## config.mk

```make
export PLATFORM = sky130hd
export DESIGN_NAME = seq_alu
export DESIGN_NICKNAME = d
export VERILOG_FILES = /design/src/rtl/seq_alu.sv
export SDC_FILE = /design/constraint.sdc
export NUM_CORES = 1
export LEC_CHECK = 0
export ABC_AREA = 0
export BUFFER_PORTS_ARGS = -buffer_cell sky130_fd_sc_hd__buf_2
export CAP_MARGIN = 30
export CORE_MARGIN = 3
export CORE_UTILIZATION = 30
export DETAILED_ROUTE_END_ITERATION = 10
export MAX_ROUTING_LAYER = met4
export PLACE_DENSITY = 0.52
export REMOVE_ABC_BUFFERS = 1
export SYNTH_ARGS = -nofsm -noshare
export SYNTH_HDL_FRONTEND = slang
export SYNTH_SLANG_ARGS = --single-unit
export TNS_END_PERCENT = 10
```

## constraint.sdc

```tcl
create_clock -name clk -period 7.4 [get_ports clk]
set_clock_uncertainty 0.05 [all_clocks]
set_input_delay 0.37 -clock clk [delete_from_list [all_inputs] [get_ports clk]]
set_output_delay 0.37 -clock clk [all_outputs]
set_load 0.02 [all_outputs]
```

## src/rtl/seq_alu.sv

```systemverilog
// Sequential ALU: single-cycle logic/arith/shift/compare ops plus iterative multu/divu.
// Latency: done 1 cycle after acceptance (single-cycle ops), WIDTH+1 cycles for multu/divu.
// Backpressure: busy high from acceptance through done; start is ignored while busy.
module seq_alu #(
    parameter int WIDTH = 32
) (
    input  logic             clk,
    input  logic             reset,
    input  logic             start,
    input  logic [WIDTH-1:0] A,
    input  logic [WIDTH-1:0] B,
    input  logic [3:0]       ALUOp,
    output logic [WIDTH-1:0] C,
    output logic [WIDTH-1:0] HI,
    output logic             busy,
    output logic             done
);
    localparam int CW = $clog2(WIDTH);

    typedef enum logic [1:0] {
        IDLE = 2'd0,
        CALC = 2'd1,
        DONE = 2'd2
    } state_t;

    state_t           state;
    state_t           state_nxt;
    logic [CW-1:0]    cnt;
    logic [WIDTH-1:0] b_q;
    logic             op_div;
    logic [WIDTH-1:0] work_hi;
    logic [WIDTH-1:0] work_lo;

    logic             accept;
    logic             multi;
    logic             last_iter;
    logic [WIDTH-1:0] single_res;

    logic [WIDTH:0]   m_sum;
    logic [WIDTH-1:0] m_hi;
    logic [WIDTH-1:0] m_lo;
    logic [WIDTH:0]   d_sh;
    logic             d_ok;
    logic [WIDTH-1:0] d_rem;
    logic [WIDTH-1:0] d_q;
    logic [WIDTH-1:0] step_hi;
    logic [WIDTH-1:0] step_lo;

    assign accept    = start && (state == IDLE);
    assign multi     = (ALUOp[3:1] == 3'b100);
    assign last_iter = (cnt == CW'(WIDTH - 1));
    assign busy      = (state != IDLE);
    assign done      = (state == DONE);

    always_comb begin
        state_nxt = state;
        case (state)
            IDLE:    if (accept) state_nxt = multi ? CALC : DONE;
            CALC:    if (last_iter) state_nxt = DONE;
            DONE:    state_nxt = IDLE;
            default: state_nxt = IDLE;
        endcase
    end

    // Oversized shift amounts fall out of the language semantics: srl -> 0, sra -> sign fill.
    always_comb begin
        single_res = '0;
        case (ALUOp)
            4'b0000: single_res = A + B;
            4'b0001: single_res = A - B;
            4'b0010: single_res = A & B;
            4'b0011: single_res = A | B;
            4'b0100: single_res = A >> B;
            4'b0101: single_res = $signed(A) >>> B;
            4'b0110: single_res = {{(WIDTH-1){1'b0}}, $signed(A) < $signed(B)};
            4'b0111: single_res = {{(WIDTH-1){1'b0}}, A < B};
            default: single_res = '0;
        endcase
    end

    // Multiply: {work_hi,work_lo} is the partial product, multiplier bits shift out of work_lo.
    // Divide: work_hi is the partial remainder, quotient bits shift into work_lo.
    always_comb begin
        m_sum   = {1'b0, work_hi} + {1'b0, (work_lo[0] ? b_q : {WIDTH{1'b0}})};
        m_hi    = m_sum[WIDTH:1];
        m_lo    = {m_sum[0], work_lo[WIDTH-1:1]};
        d_sh    = {work_hi, work_lo[WIDTH-1]};
        d_ok    = (d_sh >= {1'b0, b_q});
        d_rem   = d_ok ? WIDTH'(d_sh - {1'b0, b_q}) : d_sh[WIDTH-1:0];
        d_q     = {work_lo[WIDTH-2:0], d_ok};
        step_hi = op_div ? d_rem : m_hi;
        step_lo = op_div ? d_q   : m_lo;
    end

    always_ff @(posedge clk) begin
        if (reset) begin
            state   <= IDLE;
            cnt     <= '0;
            C       <= '0;
            HI      <= '0;
            b_q     <= '0;
            op_div  <= 1'b0;
            work_hi <= '0;
            work_lo <= '0;
        end else begin
            state <= state_nxt;
            case (state)
                IDLE: begin
                    if (accept) begin
                        cnt     <= '0;
                        b_q     <= B;
                        op_div  <= ALUOp[0];
                        work_hi <= '0;
                        work_lo <= A;
                        if (!multi) begin
                            C  <= single_res;
                            HI <= '0;
                        end
                    end
                end
                CALC: begin
                    cnt     <= cnt + 1'b1;
                    work_hi <= step_hi;
                    work_lo <= step_lo;
                    if (last_iter) begin
                        C  <= step_lo;
                        HI <= step_hi;
                    end
                end
                default: ;
            endcase
        end
    end
endmodule

```

==> results by group, run 1 <==
Power
  – PwrDens: 149 nW/µm²
  – Max IR drop VDD: 0.161 mV
  – Leakage dissipation: 8.66 nW

Detailed routing
  – Routed wire length per instance: 27.1 µm
  – Drt pass-1 iters: 6
  – Drc violations: 0
  – Final ANT Viol Nets: 0
  – Via-to-Cell Ratio: slightly above 6
  – WL final: 90.3 mm
  – Via count: 20.3k
  – 1st-iter DRT viols: 2,028

Clock network
  – Setup bufs post-CTS: 0
  – Clock latency reported for the late side of the worst-skew pair: 0.52 ns
  – Root buffer cell: clkbuf_16
  – TritonCTS clock tree: built
  – CTS Sinks: 168
  – Clock transition at path regs: roughly 0.080 ns
  – Num CTS Buffers: 17
  – PostCTS Resize Cnt: 0
  – Post-CTS Hold Fix Bufs: 0
  – Longest Clk Path Bufs: 2
  – CTS H-tree lvls: 4

Floorplanning
  – Core area: roughly 60,000 µm²
  – Die H: approximately 250 µm
  – Initial core utilization: 30.7%
  – Area of the die: 64,000 µm²
  – Die width: 253 µm
  – FP Rows: just under 90
  – Boundary Pins: 137

Timing
  – Achievable Freq: 0.237 GHz
  – Worst Tran Pin Value: 0.955 ns
  – Final Hold Fails: 0
  – Final setup fails: 0
  – Max-slew violations: 0
  – RSZ-0062 raised after global routing: false
  – Tcrit/Tclk final: a little under three fifths
  – Fin Setup TNS: 0 ns
  – Fin crit period: ~4.2 ns
  – Slew HR: 34.7%

Placement
  – Buffers on Ports: 136
  – Post-Place Cells: approximately 3.3k
  – Placer Congestion: 1.03
  – Final HPWL DP: just under 70 mm

Final layout
  – Ratio of cells with drive above 1 in the final layout: 11.7%
  – Most frequent cells in the layout: 265 x nand2_1, 240 x nor2_1, 223 x a21oi_1, 179 x ha_1, 169 x o21ai_0
  – Most common cell after layout, fill and taps aside: nand2_1
  – P&R area growth vs syn: 11.2%
  – Nets: 2,801
  – Final cell count without fillers: 3,335

Synthesis
  – Unique masters post-synth: 93
  – Syn. warnings: 0
  – Largest area contributor in the netlist: dfxtp_1
  – Post-Syn Instances: 2,512
  – Dominant synthesized flop cell: dfxtp_1
  – Avg Cell Area, Syn: 7.29 µm²
  – Number of enable flip-flop cells after synthesis: 0
  – Share of the yosys chip area belonging to registers: a little under a fifth
  – FFs w/ async S/R, synth: 0%
  – Synth area leaders: dfxtp_1 18%, ha_1 12%, a21oi_1 6.1%, nand2_1 5.4%, nor2_1 5.0%
  – #FFs+latches synth: 168
  – Synthesized area: 18,300 µm²
  – Post-synth top area share: roughly 18%

Global routing
  – Global-route usage over all layers: 28.5%
  – Vias in the first global route: 19.5k
  – Initial antenna violation count: 5
  – First-pass GRT wire length: 132 mm
  – Total gr overflow: 0
  – Largest net degree at the start of global routing: 57

Worst setup path
  – Critical Path RT: slightly below 8 ns
  – Crit path cell chain: inv_1, ha_1, a21oi_1, o21ai_0, and2_1, o41a_1, o31ai_4, nand2_1, buf_8, a2111oi_0, a221o_1
  – Setup crit start kind: register
  – Setup CP Type: register to register
  – Crit path largest cell delay: 0.77 ns
  – Worst setup EP type: register
  – Worst Path Max Fanout: 13
  – Slowest CP cell: a2111oi_0
  – Arr. time, crit path: approximately 4.6 ns

Worst hold path
  – HP Class: input pin to register

Run status
  – Status: finished clean

Flow run
  – Max cap viols: 0
==> worst paths after layout <==
| path | start | to | slack [ns] | depth (start not counted) |
|---|---|---|---|---|
| max | b_q[12]$_SDFFE_PP0P_ | HI[29]$_SDFFE_PP0P_ | 3.18 | 11 |
| min reg2reg | HI[18]$_SDFFE_PP0P_ | HI[18]$_SDFFE_PP0P_ | 0.40 | 2 |
| min | B[27] | b_q[27]$_SDFFE_PP0P_ | 0.09 | 3 |
| max reg2reg | b_q[12]$_SDFFE_PP0P_ | HI[29]$_SDFFE_PP0P_ | 3.18 | 11 |
==> worst max-delay path, delay by kind of cell, from the launching register on <==
family / cells / cell delay [ns]
DFF: 1 / 0.42
buffers and inverters: 2 / 0.39
adders and majority gates: 1 / 0.36
AOI/OAI and AO/OA: 6 / 2.28
and+or+nand+nor: 2 / 0.67
==> synthesized netlist by cell type, types with 19 or more instances <==
library cell and instances:
a211oi_1 44, a21o_1 32, a21oi_1 223, a221oi_1 23, a22o_1 33, a31oi_1 39
and2_1 44, and3_1 21, clkbuf_1 128, dfxtp_1 168, ha_1 179, inv_1 146
mux2i_1 73, mux4_2 25, nand2_1 265, nand2b_1 25, nand3_1 53, nand4_1 21
nor2_1 245, nor3_1 74, o211ai_1 27, o21a_1 19, o21ai_0 169, o22ai_1 31
or3_1 26, xnor2_1 38
==> sequential cells by signal (all words and copies together), names as in the netlist <==
register	flops
HI	32
state	2
work_hi	32
op_div	1
cnt	5
work_lo	32
b_q	32
C	32
==> layer usage <==
layer,vias up,GRT usage [%],routed length [µm]
li1,9316,-,-
met1,9877,35.7,38500
met2,944,45.6,41700
met3,176,4.92,6360
met4,0,11.5,3830
met5,-,-,0
==> where the power goes <==
group          total [mW]  leakage, nW  internal [mW]  switching [mW]
sequential          0.989         1.37          0.943          0.0458
clock                1.03        0.314          0.523           0.507
combinational        1.02         6.98          0.330           0.685
total                3.03         8.66           1.80            1.24
==> through the flow <==
| step | cell area (µm²) | hold WS [ns] | setup slack, ns | power (mW) | util (%) |
|---|---|---|---|---|---|
| global route | 20400 | 0.0881 | 2.93 | 3.16 | 34.1 |
| CTS | 20400 | 0.0427 | 3.22 | 3.04 | 34.1 |
| finish | 20400 | 0.0895 | 3.18 | 3.03 | 34.1 |
| detailed placement | 19700 | 0.388 | 2.97 | 2.00 | 33.0 |
| global placement | 19700 | 0.386 | 3.01 | 2.00 | 32.9 |
| floorplan | 17700 | 0.389 | 3.26 | 1.59 | - |
==> area by class of cell <==
class                   count  area, µm²
clock buffers              17        425
multi-input cells        2031      13800
repair buffers            178       1030
fillers                  6470      39300
well taps                 773        967
clock inverters            15        221
flip-flops and latches    168       3370
inverters                 151        567
diodes                      2       5.00
==> logic make-up (layout without fill, tap and decap cells) <==
family          count (synthesis)  in the layout  share of synthesized area, %
compound gates                845            845                          30.7
xor+xnor                       52             52                          2.49
fa+ha+maj                     183            183                          12.7
buf+inv                       313            361                          6.63
flops                         168            168                          18.4
mux                           116            116                          8.17
other cells                     0              2                             0
simple gates                  835            835                          21.0
Note: power is estimated with default switching activity, not from simulation.
==> inputs of run 2 (changes only) <==
--- a/config.mk
+++ b/config.mk
@@ -5,14 +5,14 @@
 export SDC_FILE = /design/constraint.sdc
 export NUM_CORES = 1
 export LEC_CHECK = 0
-export ABC_AREA = 0
+export ABC_AREA = 1
 export BUFFER_PORTS_ARGS = -buffer_cell sky130_fd_sc_hd__buf_2
 export CAP_MARGIN = 30
 export CORE_MARGIN = 3
 export CORE_UTILIZATION = 30
 export DETAILED_ROUTE_END_ITERATION = 10
 export MAX_ROUTING_LAYER = met4
-export PLACE_DENSITY = 0.52
+export PLACE_DENSITY = 0.53
 export REMOVE_ABC_BUFFERS = 1
 export SYNTH_ARGS = -nofsm -noshare
 export SYNTH_HDL_FRONTEND = slang
==> constraint.sdc (replaced) <==
create_clock -name clk -period 3.5 [get_ports clk]
set_clock_uncertainty 0.05 [all_clocks]
set_input_delay 0.175 -clock clk [delete_from_list [all_inputs] [get_ports clk]]
set_output_delay 0.175 -clock clk [all_outputs]
set_load 0.02 [all_outputs]
==> run 2 against run 1 <==
Die area grew 6.4%. Critical path depth increased by 3. Clock power is 100% higher. Worst setup slack lost 2.9 ns. Area after synthesis grew 6.5%. Maximum frequency increased by 32%. Critical path type unchanged. Synthesized cell count up 35%. Via count is 16% higher. Critical endpoint is now work_hi[20]$_SDFFE_PP0P_. Largest power group is now combinational logic. Count of clock-buffer cells in the layout is 1 higher.
==> results by group, run 2 <==
Synthesis
  – Synthesized area: 19,500 µm² (was 18,300 µm²)
  – Dominant synthesized flop cell: dfxtp_1 (unchanged)
  – Count leader, synth: nand2_1 (unchanged)
  – Post-synth top area share: 17.2% (was 18.4%)
  – Unique masters post-synth: 58 (was 93)
  – FFs w/ async S/R, synth: 0% (unchanged)
  – Number of enable flip-flop cells after synthesis: 0 (unchanged)
  – Share of the yosys chip area belonging to registers: 17.2% (was 18.4%)
  – Synth area leaders: dfxtp_1 17%, nand2_1 17%, ha_1 11%, a21oi_1 11%, o21ai_0 7.8% (was dfxtp_1 18%, ha_1 12%, a21oi_1 6.1%, nand2_1 5.4%, nor2_1 5.0%)
  – Avg Cell Area, Syn: 5.76 µm² (was 7.29 µm²)
  – Largest area contributor in the netlist: dfxtp_1 (unchanged)
  – #FFs+latches synth: 168 (unchanged)
  – Post-synth top cells: 893 x nand2_1, 424 x a21oi_1, 354 x inv_1 (was 265 x nand2_1, 245 x nor2_1, 223 x a21oi_1)
  – Post-Syn Instances: 3,384 (was 2,512)
  – Syn. warnings: 0 (unchanged)

Worst setup path
  – Arr. time, crit path: 3.58 ns (was 4.64 ns)
  – Worst path top cell family by delay: compound AO/OA/AOI/OAI gates (unchanged)
  – Buf/Inv on CP: 2 (unchanged)
  – Crit path largest cell delay: 0.41 ns (was 0.77 ns)
  – Critical path's most frequent cell: a21oi_1
  – Worst setup EP type: register (unchanged)
  – Critical Path RT: 3.87 ns (was 7.81 ns)
  – Worst Path Max Fanout: 3 (was 13)
  – Setup crit start kind: register (unchanged)
  – Setup CP Type: register to register (unchanged)
  – Slowest CP cell: fa_1 (was a2111oi_0)
  – Crit path cell chain: inv_1, ha_1, inv_1, fa_1, nand3_1, nand2_1, a21oi_1, o21ai_0, a21oi_1, o21ai_0, xor2_1, o211ai_1, nand3_1, a21oi_1 (was inv_1, ha_1, a21oi_1, o21ai_0, and2_1, o41a_1, o31ai_4, nand2_1, buf_8, a2111oi_0, a221o_1)

Floorplanning
  – Boundary Pins: 137 (unchanged)
  – FP Rows: 92 (was 89)
  – Initial core utilization: 30.6% (was 30.7%)
  – Die H: 261 µm (was 253 µm)
  – Core area: 63,700 µm² (was 59,700 µm²)
  – Die width: 261 µm (was 253 µm)
  – Area of the die: 68,100 µm² (was 64,000 µm²)

Timing
  – Fin Setup TNS: 0 ns (unchanged)
  – WHS: 0.0375 ns (was 0.0895 ns)
  – Fin crit period: 3.21 ns (was 4.22 ns)
  – Achievable Freq: 0.311 GHz (was 0.237 GHz)
  – Tcrit/Tclk final: 91.7% (was 57.1%)
  – Final setup fails: 0 (unchanged)
  – Slew HR: 34.8% (was 34.7%)
  – Final Hold Fails: 0 (unchanged)
  – Worst Tran Pin Value: 0.973 ns (was 0.955 ns)
  – Final Worst Setup Slack: 0.289 ns (was 3.18 ns)
  – RSZ-0062 raised after global routing: false (unchanged)
  – Max-slew violations: 0 (unchanged)

Final layout
  – Final design utilization: 35.1% (was 34.1%)
  – Ratio of cells with drive above 1 in the final layout: 10.2% (was 11.7%)
  – Final cell count without fillers: 4,377 (was 3,335)
  – Nets: 3,771 (was 2,801)
  – Most common cell after layout, fill and taps aside: nand2_1 (unchanged)
  – P&R area growth vs syn: 14.5% (was 11.2%)
  – Most frequent cells in the layout: 892 x nand2_1, 424 x a21oi_1, 353 x inv_1, 303 x o21ai_0, 287 x nor2_1 (was 265 x nand2_1, 240 x nor2_1, 223 x a21oi_1, 179 x ha_1, 169 x o21ai_0)

Placement
  – Buffers on Ports: 136 (unchanged)
  – Final HPWL DP: 73.6 mm (was 69.3 mm)
  – Post-Place Cells: 4,335 (was 3,301)
  – Pre-CTS setup slack: 0.334 ns (was 2.97 ns)
  – Placer Congestion: 1.10 (was 1.03)

Clock network
  – Clock transition at path regs: 0.08 ns (about the same)
  – CTS Sinks: 168 (unchanged)
  – CTS H-tree lvls: 4 (unchanged)
  – Num CTS Buffers: 17 (unchanged)
  – PostCTS Resize Cnt: 0 (unchanged)
  – Root buffer cell: clkbuf_16 (unchanged)
  – Clock latency reported for the late side of the worst-skew pair: 0.50 ns (was 0.52 ns)
  – TritonCTS clock tree: built (unchanged)
  – Longest Clk Path Bufs: 2 (unchanged)

Power
  – Max IR drop VDD: 0.373 mV (was 0.161 mV)
  – Leakage dissipation: 10.8 nW (was 8.66 nW)
  – PwrDens: 308 nW/µm² (was 149 nW/µm²)

Global routing
  – Vias in the first global route: 22.1k (was 19.5k)
  – Global-route usage over all layers: 27.3% (was 28.5%)
  – Total gr overflow: 0 (unchanged)
  – First-pass GRT wire length: 137 mm (was 132 mm)
  – Initial antenna violation count: 3 (was 5)
  – Largest net degree at the start of global routing: 98 (was 57)

Detailed routing
  – Via count: 23.5k (was 20.3k)
  – Via-to-Cell Ratio: 5.37 (was 6.09)
  – Drt pass-1 iters: 8 (was 6)
  – WL final: 91.5 mm (was 90.3 mm)
  – 1st-iter DRT viols: 2,634 (was 2,028)
  – Final ANT Viol Nets: 0 (unchanged)
  – Drc violations: 0 (unchanged)
  – Routed wire length per instance: 20.9 µm (was 27.1 µm)

Flow run
  – Max cap viols: 0 (unchanged)

Run status
  – Status: finished clean (unchanged)

Worst hold path
  – HP Class: input pin to register (unchanged)
==> run 2: routing by layer <==
layer	routed length, µm	vias up	track usage, %
met3	6540	141	3.97
met2	42300	878	44.2
li1	-	11500	-
met4	3190	0	9.45
met5	0	-	-
met1	39400	11000	34.8
==> run 2: area by class of cell <==
type | count | area [µm²]
diodes | 2 | 5.00
clock buffers | 18 | 439
clock inverters | 13 | 168
fillers | 7276 | 41300
inverters | 363 | 1370
multi-input cells | 2687 | 14100
flip-flops and latches | 168 | 3360
well taps | 846 | 1060
repair buffers | 280 | 1850
==> run 2: logic make-up (layout without fill, tap and decap cells) <==
group	after synthesis	in the layout	share of synthesized area, %
AOI/OAI and AO/OA	878	878	24.3
and+or+nand+nor	1592	1592	34.3
other	0	2	0
DFF	168	168	17.2
xor gates and xnor gates	33	33	1.48
adders and majority gates	183	183	11.9
buffers and inverters	529	674	10.7
muxes	1	1	0.0513
==> run 2: per-stage QoR <==
step,power (mW),area (µm²)
2_1_floorplan,3.70,18800
3_3_place_gp,4.79,21600
3_5_place_dp,4.79,21600
4_1_cts,6.90,22300
5_1_grt,7.26,22300
6_report,6.88,22300
==> run 2: worst paths after layout <==
kind | from | to | slack, ns | cells past startpoint
worst min-delay path | A[2] | work_lo[2]$_SDFFE_PP0P_ | 0.04 | 3
worst max register to register | work_lo[31]$_SDFFE_PP0P_ | work_hi[20]$_SDFFE_PP0P_ | 0.29 | 14
worst min register to register | cnt[4]$_SDFFE_PP0P_ | cnt[4]$_SDFFE_PP0P_ | 0.42 | 2
worst max-delay path | work_lo[31]$_SDFFE_PP0P_ | work_hi[20]$_SDFFE_PP0P_ | 0.29 | 14
==> run 2: worst min-delay path: cells and delay by family <==
family | cells | cell delay, ns
AO/OA/AOI/OAI | 2 | 0.21
buffers and inverters | 1 | 0.17
==> run 2: repair_timing <==
action | CTS | global route
hold buffers | 9 | 0
buffers inserted | 0 | 0
endpoints found under the hold margin | 9 | 0
==> run 2: power by group <==
group          leakage, nW  switching [mW]  total (mW)  internal, mW
logic                 9.14            1.83        2.64         0.800
clock network        0.294           0.934        2.08          1.14
registers             1.38           0.107        2.17          2.06
total                 10.8            2.88        6.88          4.01
==> inputs of run 3 (changes only) <==
--- a/config.mk
+++ b/config.mk
@@ -9,10 +9,10 @@
 export BUFFER_PORTS_ARGS = -buffer_cell sky130_fd_sc_hd__buf_2
 export CAP_MARGIN = 30
 export CORE_MARGIN = 3
-export CORE_UTILIZATION = 30
+export CORE_UTILIZATION = 45
 export DETAILED_ROUTE_END_ITERATION = 10
 export MAX_ROUTING_LAYER = met4
-export PLACE_DENSITY = 0.53
+export PLACE_DENSITY = 0.71
 export REMOVE_ABC_BUFFERS = 1
 export SYNTH_ARGS = -nofsm -noshare
 export SYNTH_HDL_FRONTEND = slang
==> run 3 against run 2 <==
Maximum frequency about the same. Routed wire length down 9.1%. Highest routed layer unchanged. Non-clock buffer count down 69. Die area down 33%. Sequential share of layout area up 0.62 points. Core utilization up 16 points. Via count down 0.48%. First-iteration DRC count down 4.6%. Flip-flop and latch count unchanged. Critical path type unchanged.
==> results by group, run 3 (synthesis results as in run 2) <==
Worst setup path
  – Arr. time, crit path: 3.47 ns (was 3.58 ns)
  – Setup CP Type: register to register (unchanged)
  – Worst Path Max Fanout: 3 (unchanged)
  – Critical Path RT: 3.75 ns (was 3.87 ns)
  – Worst setup EP type: register (unchanged)
  – Setup crit start kind: register (unchanged)

Power
  – Leakage dissipation: 10.5 nW (was 10.8 nW)
  – Switch Pwr: 2.76 mW (was 2.88 mW)
  – PwrDens: 312 nW/µm² (was 308 nW/µm²)
  – Sw frac: 41.2% (was 41.8%)
  – P_int: 3.93 mW (was 4.01 mW)
  – Clock Power Share: 30.2% (about the same)
  – Combinational share of power: 37.4% (was 38.3%)
  – Max IR drop VDD: 0.342 mV (was 0.373 mV)
  – Sequential Power Share: 32.3% (was 31.5%)

Floorplanning
  – Boundary Pins: 137 (unchanged)
  – Initial core utilization: 46.0% (was 30.6%)
  – Core area: 42,400 µm² (was 63,700 µm²)
  – Die width: 214 µm (was 261 µm)
  – FP Rows: 75 (was 92)
  – Area of the die: 45,900 µm² (was 68,100 µm²)
  – Die H: 214 µm (was 261 µm)

Global routing
  – Initial antenna violation count: 0 (was 3)
  – Largest net degree at the start of global routing: 98 (unchanged)
  – Vias in the first global route: 22.0k (was 22.1k)
  – Global-route usage over all layers: 35.6% (was 27.3%)
  – Total gr overflow: 0 (unchanged)
  – First-pass GRT wire length: 125 mm (was 137 mm)

Detailed routing
  – Routed wl met2: 38.8 mm (was 42.3 mm)
  – Via count: 23.4k (was 23.5k)
  – WL final: 83.2 mm (was 91.5 mm)
  – WL met3: 6.48 mm (was 6.54 mm)
  – Drc violations: 0 (unchanged)
  – Routed wire length per instance: 20.6 µm (was 20.9 µm)
  – Highest metal used: met4 (unchanged)
  – 1st-iter DRT viols: 2,514 (was 2,634)
  – Wire length on met1: 33.2 mm (was 39.4 mm)
  – Final ANT Viol Nets: 0 (unchanged)
  – Via-to-Cell Ratio: 5.79 (was 5.37)
  – Drt pass-1 iters: 6 (was 8)

Clock network
  – TritonCTS clock tree: built (unchanged)
  – Longest Clk Path Bufs: 2 (unchanged)
  – CTS H-tree lvls: 4 (unchanged)
  – Root buffer cell: clkbuf_16 (unchanged)
  – Num CTS Buffers: 17 (unchanged)
  – Clock transition at path regs: 0.07 ns (was 0.08 ns)
  – Clock latency reported for the late side of the worst-skew pair: 0.46 ns (was 0.50 ns)
  – Post-CTS Hold Fix Bufs: 0 (was 9)
  – CTS Sinks: 168 (unchanged)

Placement
  – Post-Place Cells: 4,006 (was 4,335)
  – Placer Congestion: 1.08 (was 1.10)
  – Final HPWL DP: 65.7 mm (was 73.6 mm)
  – Area after DPL: 20,800 µm² (was 21,600 µm²)
  – Buffers on Ports: 136 (unchanged)

Final layout
  – P&R area growth vs syn: 10.0% (was 14.5%)
  – Multi-input gate area: 14,100 µm² (about the same)
  – Most frequent cells in the layout: 892 x nand2_1, 424 x a21oi_1, 353 x inv_1, 303 x o21ai_0, 287 x nor2_1 (unchanged)
  – Fillers: 4,724 (was 7,276)
  – Ratio of cells with drive above 1 in the final layout: 8.70% (was 10.2%)
  – Nets: 3,702 (was 3,771)
  – Most common cell after layout, fill and taps aside: nand2_1 (unchanged)
  – Sequential cell area: 3370 µm² (was 3360 µm²)
  – Final instance area: 21,500 µm² (was 22,300 µm²)
  – Final cell count without fillers: 4,038 (was 4,377)

Timing
  – RSZ-0062 raised after global routing: false (unchanged)
  – Final setup fails: 0 (unchanged)
  – Fin crit period: 3.21 ns (about the same)
  – Tcrit/Tclk final: 91.8% (was 91.7%)
  – Achievable Freq: 0.311 GHz (about the same)
  – Slew HR: 37.1% (was 34.8%)
  – Worst Tran Pin Value: 0.943 ns (was 0.973 ns)
  – Final Hold Fails: 0 (unchanged)
  – Fin Setup TNS: 0 ns (unchanged)
  – Max-slew violations: 0 (unchanged)

Run status
  – Status: finished clean (unchanged)

Flow run
  – Max cap viols: 0 (unchanged)

Worst hold path
  – HP Class: input pin to register (unchanged)
-- run 3: timing repair --
action | in CTS | in global routing
setup buffers | 0 | 0
endpoints found under the setup margin | 0 | 8
gates resized for setup | 0 | 2
-- run 3: per-stage QoR --
stage	util (%)	worst slack (ns)	hold WS [ns]	total power [mW]
global route	50.6	0.0507	0.0428	7.04
detailed placement	49.1	0.269	0.417	4.64
floorplan	-	-3.07	0.194	3.70
finish	50.6	0.286	0.0325	6.69
global placement	49.1	0.297	0.408	4.65
CTS	50.6	0.247	0.0183	6.65
-- run 3: cell type report --
cell class | instances | area share (%)
Inverter | 363 | 6.37
Sequential cell | 168 | 15.7
Multi-Input combinational cell | 2687 | 65.6
Antenna cell | 1 | 0.0117
Tap cell | 577 | 3.36
Timing Repair Buffer | 211 | 6.09
Clock buffer | 17 | 1.98
Clock inverter | 14 | 0.880
-- run 3: worst max-delay path, stage by stage (launching register included) --
cell	delay, ns
dfxtp_1	0.31
inv_1	0.14
ha_1	0.17
inv_1	0.06
fa_1	0.41
nand3_1	0.10
nand2_1	0.09
a21oi_1	0.25
o21ai_0	0.26
a21oi_1	0.37
o21ai_0	0.23
nand2_1	0.13
nand3b_1	0.08
nand3_1	0.10
nand3_1	0.09
nand3_1	0.16
a21oi_1	0.08
-- run 3: layer usage --
metal / vias up / track usage, %
met2: 1074 / 58.7
met4: 0 / 17.4
met5: - / -
li1: 11400 / -
met1: 10700 / 42.2
met3: 233 / 5.85
-- run 3: path summary, 6_finish.rpt --
| path | from | end | slack [ns] | cells after the start |
|---|---|---|---|---|
| hold reg to reg | b_q[19]$_SDFFE_PP0P_ | b_q[19]$_SDFFE_PP0P_ | 0.42 | 2 |
| hold / removal | A[26] | work_lo[26]$_SDFFE_PP0P_ | 0.03 | 3 |
| setup / recovery | work_lo[31]$_SDFFE_PP0P_ | HI[24]$_SDFFE_PP0P_ | 0.29 | 16 |
| setup reg to reg | work_lo[31]$_SDFFE_PP0P_ | HI[24]$_SDFFE_PP0P_ | 0.29 | 16 |
-- run 3: power groups by stage --
stage	registers, mW	clock network (mW)	logic [mW]
after floorplan	2.28	0	1.42
after global placement	2.20	0	2.45
after detailed placement	2.20	0	2.44
after CTS	2.16	2.04	2.45
after global routing	2.18	2.13	2.74
final	2.16	2.02	2.51
